File: src/rtl/lcd_ctrl_pkg.sv
// lcd_ctrl_pkg
// Shared definitions for the LCD bring-up controller:
//   - lcd_state_e   : sequencer state encodings (3-bit, IDLE..RUN)
//   - lcd_pattern_e : test pattern codes driven to the pattern generator
//   - cnt_width()   : width of a counter that must reach a given count
package lcd_ctrl_pkg;

    typedef enum logic [2:0] {
        ST_IDLE      = 3'd0,
        ST_LOCK_WAIT = 3'd1,
        ST_SETTLE    = 3'd2,
        ST_BLANK     = 3'd3,
        ST_RUN       = 3'd4
    } lcd_state_e;

    typedef enum logic [1:0] {
        PAT_BARS  = 2'd0,
        PAT_GRID  = 2'd1,
        PAT_RED   = 2'd2,
        PAT_WHITE = 2'd3
    } lcd_pattern_e;

    // A parameter of 0 still needs a 1-bit counter so the port widths stay legal.
    function automatic int cnt_width(input int max_val);
        return (max_val <= 0) ? 1 : $clog2(max_val + 1);
    endfunction

endpackage

File: src/rtl/sync_edge_det.sv
// sync_edge_det
// Two-flop synchronizer for an asynchronous single-bit input, plus a
// registered one-cycle pulse on the synchronized falling edge.
// Ports:
//   CLK_SYS    in   destination clock
//   rst        in   asynchronous reset, active-low
//   async_in   in   signal from another clock domain / pin
//   level      out  synchronized level (2 cycles of latency)
//   fall_pulse out  1-cycle pulse, 3 cycles after the input falls
module sync_edge_det (
    input  logic CLK_SYS,
    input  logic rst,
    input  logic async_in,
    output logic level,
    output logic fall_pulse
);

    logic meta;
    logic sync_q;
    logic sync_d;

    // Two metastability flops, then one more stage so the edge compare only
    // ever looks at settled values. Everything clears to 0, so an input that
    // is already high at reset release produces a rising edge, never a pulse.
    always_ff @(posedge CLK_SYS or negedge rst) begin
        if (!rst) begin
            meta       <= 1'b0;
            sync_q     <= 1'b0;
            sync_d     <= 1'b0;
            fall_pulse <= 1'b0;
        end else begin
            meta       <= async_in;
            sync_q     <= meta;
            sync_d     <= sync_q;
            fall_pulse <= sync_d & ~sync_q;
        end
    end

    assign level = sync_q;

endmodule

File: src/rtl/lcd_bringup_sequencer.sv
// lcd_bringup_sequencer
// Bring-up and runtime controller for the PLL -> VGAMod -> panel path.
// Holds VGAMod in reset until PLL lock has been stable for LOCK_FILTER cycles,
// waits SETTLE_CYCLES, discards BLANK_FRAMES frames, then enables DE and the
// backlight and steps pattern_sel every PATTERN_FRAMES frames. Any loss of
// lock after the filter drops straight back to LOCK_WAIT.
//
// Build option: define LCD_BL_PWM_EN to drive bl_en from a free-running
// PWM_BITS counter compared against bl_duty; otherwise bl_en is a plain level
// in RUN and bl_duty is ignored.
//
// Ports:
//   CLK_SYS      in   system clock (90 MHz)
//   rst          in   asynchronous reset, active-low
//   pll_lock     in   PLL lock, asynchronous
//   lcd_vsync    in   VSYNC from the timing generator, active-low pulse
//   pattern_hold in   1 = freeze pattern_sel
//   bl_duty      in   backlight duty (PWM build only)
//   vga_rst_n    out  VGAMod nRST
//   lcd_den_en   out  gate for LCD_DEN
//   bl_en        out  backlight enable / PWM
//   pattern_sel  out  test pattern index
//   ready        out  high in RUN
//   state_o      out  current state (debug)
module lcd_bringup_sequencer
    import lcd_ctrl_pkg::*;
#(
    parameter int LOCK_FILTER    = 16,
    parameter int SETTLE_CYCLES  = 900000,
    parameter int BLANK_FRAMES   = 2,
    parameter int PATTERN_FRAMES = 120,
    parameter int PWM_BITS       = 8
) (
    input  logic                CLK_SYS,
    input  logic                rst,
    input  logic                pll_lock,
    input  logic                lcd_vsync,
    input  logic                pattern_hold,
    input  logic [PWM_BITS-1:0] bl_duty,
    output logic                vga_rst_n,
    output logic                lcd_den_en,
    output logic                bl_en,
    output logic [1:0]          pattern_sel,
    output logic                ready,
    output logic [2:0]          state_o
);

    localparam int LW = cnt_width(LOCK_FILTER);
    localparam int SW = cnt_width(SETTLE_CYCLES);
    localparam int BW = cnt_width(BLANK_FRAMES);
    localparam int FW = cnt_width(PATTERN_FRAMES);

    // Terminal values; a zero count still spends one cycle in SETTLE.
    localparam logic [LW-1:0] LOCK_LAST   = LW'(LOCK_FILTER - 1);
    localparam logic [SW-1:0] SETTLE_LAST = SW'((SETTLE_CYCLES > 0) ? SETTLE_CYCLES - 1 : 0);
    localparam logic [BW-1:0] BLANK_LAST  = BW'((BLANK_FRAMES > 0) ? BLANK_FRAMES - 1 : 0);
    localparam logic [FW-1:0] FRAME_LAST  = FW'(PATTERN_FRAMES - 1);

    lcd_state_e    state;
    logic [LW-1:0] lock_cnt;
    logic [SW-1:0] settle_cnt;
    logic [BW-1:0] blank_cnt;
    logic [FW-1:0] frame_cnt;

    logic lock_sync;
    logic lock_fall_unused;
    logic vsync_level_unused;
    logic vsync_pulse;
    logic pwm_on;

    sync_edge_det u_lock_sync (
        .CLK_SYS    (CLK_SYS),
        .rst        (rst),
        .async_in   (pll_lock),
        .level      (lock_sync),
        .fall_pulse (lock_fall_unused)
    );

    sync_edge_det u_vsync_sync (
        .CLK_SYS    (CLK_SYS),
        .rst        (rst),
        .async_in   (lcd_vsync),
        .level      (vsync_level_unused),
        .fall_pulse (vsync_pulse)
    );

`ifdef LCD_BL_PWM_EN
    logic [PWM_BITS-1:0] pwm_cnt;

    // Free-running PWM timebase; it never stops, so the duty ratio holds over
    // any window of 2**PWM_BITS cycles regardless of when RUN was entered.
    always_ff @(posedge CLK_SYS or negedge rst) begin
        if (!rst) begin
            pwm_cnt <= '0;
        end else begin
            pwm_cnt <= pwm_cnt + 1'b1;
        end
    end

    assign pwm_on = (pwm_cnt < bl_duty);
`else
    logic bl_duty_unused;
    assign bl_duty_unused = ^bl_duty;
    assign pwm_on         = 1'b1;
`endif

    // Sequencer. Lock loss is checked before anything else so a frame pulse
    // arriving on the same cycle can never advance a counter or the pattern.
    // Outputs are registered alongside the state so they change on the same
    // edge as state_o.
    always_ff @(posedge CLK_SYS or negedge rst) begin
        if (!rst) begin
            state       <= ST_IDLE;
            lock_cnt    <= '0;
            settle_cnt  <= '0;
            blank_cnt   <= '0;
            frame_cnt   <= '0;
            vga_rst_n   <= 1'b0;
            lcd_den_en  <= 1'b0;
            bl_en       <= 1'b0;
            ready       <= 1'b0;
            pattern_sel <= PAT_BARS;
        end else if (((state == ST_SETTLE) || (state == ST_BLANK) || (state == ST_RUN)) && !lock_sync) begin
            state      <= ST_LOCK_WAIT;
            lock_cnt   <= '0;
            settle_cnt <= '0;
            blank_cnt  <= '0;
            frame_cnt  <= '0;
            vga_rst_n  <= 1'b0;
            lcd_den_en <= 1'b0;
            bl_en      <= 1'b0;
            ready      <= 1'b0;
        end else begin
            case (state)
                ST_IDLE: begin
                    state <= ST_LOCK_WAIT;
                end

                ST_LOCK_WAIT: begin
                    if (!lock_sync) begin
                        lock_cnt <= '0;
                    end else if (lock_cnt == LOCK_LAST) begin
                        state      <= ST_SETTLE;
                        lock_cnt   <= '0;
                        settle_cnt <= '0;
                        vga_rst_n  <= 1'b1;
                    end else begin
                        lock_cnt <= lock_cnt + 1'b1;
                    end
                end

                ST_SETTLE: begin
                    if (settle_cnt == SETTLE_LAST) begin
                        state      <= ST_BLANK;
                        settle_cnt <= '0;
                        blank_cnt  <= '0;
                    end else begin
                        settle_cnt <= settle_cnt + 1'b1;
                    end
                end

                ST_BLANK: begin
                    if ((BLANK_FRAMES == 0) || (vsync_pulse && (blank_cnt == BLANK_LAST))) begin
                        state      <= ST_RUN;
                        blank_cnt  <= '0;
                        frame_cnt  <= '0;
                        lcd_den_en <= 1'b1;
                        bl_en      <= pwm_on;
                        ready      <= 1'b1;
                    end else if (vsync_pulse) begin
                        blank_cnt <= blank_cnt + 1'b1;
                    end
                end

                ST_RUN: begin
                    bl_en <= pwm_on;
                    if (pattern_hold) begin
                        frame_cnt <= '0;
                    end else if (vsync_pulse) begin
                        if (frame_cnt == FRAME_LAST) begin
                            frame_cnt   <= '0;
                            pattern_sel <= pattern_sel + 2'd1;
                        end else begin
                            frame_cnt <= frame_cnt + 1'b1;
                        end
                    end
                end

                default: begin
                    state <= ST_IDLE;
                end
            endcase
        end
    end

    assign state_o = state;

endmodule

File: config.mk
export PLATFORM = sky130hd
export DESIGN_NAME = lcd_bringup_sequencer
export DESIGN_NICKNAME = d
export VERILOG_FILES = /design/src/rtl/lcd_ctrl_pkg.sv /design/src/rtl/sync_edge_det.sv /design/src/rtl/lcd_bringup_sequencer.sv
export SDC_FILE = /design/constraint.sdc
export NUM_CORES = 1
export LEC_CHECK = 0
export BUFFER_PORTS_ARGS = -buffer_cell sky130_fd_sc_hd__buf_2
export CORE_UTILIZATION = 59
export DETAILED_ROUTE_END_ITERATION = 8
export PLACE_DENSITY = 0.79
export SYNTH_ARGS = -nofsm -noshare
export SYNTH_HDL_FRONTEND = slang
export SYNTH_HIERARCHICAL = 1
export SYNTH_SLANG_ARGS = --single-unit
File: constraint.sdc
create_clock -name CLK_SYS -period 2.2 [get_ports CLK_SYS]
set_clock_uncertainty 0.05 [all_clocks]
set_input_delay 0.44 -clock CLK_SYS [delete_from_list [all_inputs] [get_ports CLK_SYS]]
set_output_delay 0.44 -clock CLK_SYS [all_outputs]
set_load 0.005 [all_outputs]
==> flow_summary_export.csv <==
group,metric,value,unit
drt,viasPerCell,6.23,
global_routing,track_usage,0.263,
logic_synthesis,synth_warnings,6,
sta,clock.fmax,478,MHz
setup_path,r2r-start,"settle_cnt[6]",
clocking,h-tree-depth,2,
placed_design,dpl.cell_count,350,
worst_hold_path,hold_class,"in -> async",
sta,setup_violations,0,
placed_design,dp_hpwl,3760,um
drt,drt_drc_violations_left,0,
final_layout,fillCellCount,318,
final_layout,mostFrequentLayoutCell,"dfrtp_1",
die,initial_core_util,0.636,
drt,dr_total_vias,2230,
clocking,clkTransAtPathRegs,0.09,ns
pwr,p_int,1250,uW
clocking,clock_latency,0.30,ns
setup_path,end_kind,"register",
drt,wl_per_cell,15.1,um
sta,hold_viol_final,0,
die,ios,22,
clocking,cts_tree,"built",
final_layout,num-nets-final,323,
logic_synthesis,syn_nets,300,
final_layout,drive_gt1_frac,0.162,
die,die_x,68.8,um
run_status,status,"finished clean",
setup_path,cpPeakStageDelay,0.51,ns
clocking,clock-sinks,48,
pwr,peakVddDrop,0.391,mV
final_layout,finalNonFillerCells,358,
die,die_area,4740,um2
global_routing,grt.overflow.total,0,
setup_path,path_max_fanout,12,
setup_path,crit_chain,"or3b_2 -> nor4_4 -> a21o_1 -> o21ba_2 -> mux2i_1",
drt,routed_wirelength,5400,um
flow_run,drv_cap,0,
die,rows,23,
setup_path,worstSetupPathType,"reg -> reg",
sta,maxSlewViolCount,0,
clocking,clockBufferDepth,2,
sta,fin_crit_sh,0.951,
global_routing,antenna_found_initial,0,
setup_path,cp.required,2.34,ns
pwr,p_sw_frac,0.210,
setup_path,critPathBufInv,0,
final_layout,final_cell_mix,"48 x dfrtp_1, 33 x nand2_1, 24 x o21ai_0",
pwr,total_power,1580,uW
die,coreArea,4140,um2
pwr,seqPwrFrac,0.569,
placed_design,portBuffers,13,
setup_path,start_kind,"register",
global_routing,grt_pass1_wl,9100,um
final_layout,antenna_cells,0,
setup_path,critPathLaunch,"settle_cnt[6]",
drt,final_antenna_net_count,0,
sta,fin_crit,2.09,ns
pwr,p_leak,0.00129,uW
setup_path,critPathTopFamily,"simple AND/OR/NAND/NOR gates",
global_routing,grt_max_degree,31,
pwr,power_frac_clock,0.397,
sta,tns,0,ns
logic_synthesis,postSynthAreaPerCell,9.27,um2
final_layout,syn_to_final_growth,11.7,%
sta,max-slew-margin-rel,0.564,
sta,worst_slew_pin_slew,0.654,ns
placed_design,gp_congestion,0.835,
setup_path,cp_slowest_cell,"or3b_2",
pwr,p_switching,331,uW
global_routing,grt_pass1_vias,2001,
drt,drt-initial-drc-count,138,
pwr,power_frac_comb,0.034,
clocking,cts_made_buffers,5,
clocking,ctsHoldBuffers,0,
sta,rsz0062_at_grt,"false",
die,dieHeight,68.8,um
clocking,cts_root_buf,"clkbuf_8",
logic_synthesis,syn_area,2630,um2
logic_synthesis,syn_inst,284,
drt,dr.pass1.iters,4,
setup_path,cp_data_arrival_time,2.24,ns
pwr,cellPowerDensity,537,nW/um2
repair_timing:
| action | CTS | global route |
|---|---|---|
| gates resized for setup | 0 | 2 |
| setup buffers | 0 | 0 |
| endpoints found under the setup margin | 0 | 13 |
cell type report:
type	instances	area [um2]	area share
Sequential cell	48	1200	0.408
Timing Repair Buffer	32	208	0.0706
Multi-Input combinational cell	211	1330	0.452
Clock buffer	6	72.6	0.0247
Inverter	9	33.8	0.0115
Clock inverter	2	35.0	0.0119
Tap cell	50	62.6	0.0213
path summary, 6_finish.rpt:
path / to / slack (ns) / depth (start not counted)
setup / recovery: settle_cnt[5] / 0.11 / 5
hold / removal: pattern_sel[1] / 0.10 / 1
setup reg to reg: settle_cnt[5] / 0.11 / 5
min in group CLK_SYS: u_vsync_sync/meta / 0.19 / 1
hold reg to reg: u_vsync_sync/level / 0.31 / 0
max in group asynchronous: state_o[0] / 1.38 / 2
power groups by stage:
stage                     clock network (uW)  logic [uW]  registers [uW]
after global placement                     0        53.8             917
after global routing                     674        61.0             901
after CTS                                642        54.9             900
after floorplan                            0        24.2             915
final                                    627        53.9             900
after detailed placement                   0        54.6             918
through the flow:
step	setup slack (ns)	area, um2	hold slack, ns	utilization
floorplan	0.223	2630	0.0944	-
detailed placement	0.0563	2820	0.290	0.680
global placement	0.0883	2820	0.284	0.680
CTS	0.0369	2930	0.130	0.706
finish	0.109	2940	0.104	0.710
global route	0.0201	2940	0.150	0.710
routing by layer:
metal  vias up  track usage  part of all wire  routed length (um)
met5         -            0                 0                   0
met4         0       0.0714            0.0095                  51
met3         7       0.0641             0.040                 214
met2        35        0.435              0.48                2570
met1      1107        0.345              0.47                2560
li1       1081            -                 -                   -
sequential cells by signal, indices dropped and copies added (netlist names):
name and cells:
bl_en 1, blank_cnt 2, frame_cnt 7, lock_cnt 5
pattern_sel 2, ready 1, settle_cnt 20, state_o 3
u_lock_sync/level 1, u_lock_sync/meta 1, u_vsync_sync/fall_pulse 1, u_vsync_sync/level 1
u_vsync_sync/meta 1, u_vsync_sync/sync_d 1, vga_rst_n 1
worst reg2reg max path, stage by stage (launching register included):
cell	delay, ns
dfrtp_1	0.38
or3b_2	0.51
nor4_4	0.39
a21o_1	0.40
o21ba_2	0.20
mux2i_1	0.06
No activity file was read; power rests on OpenSTA's default activity.
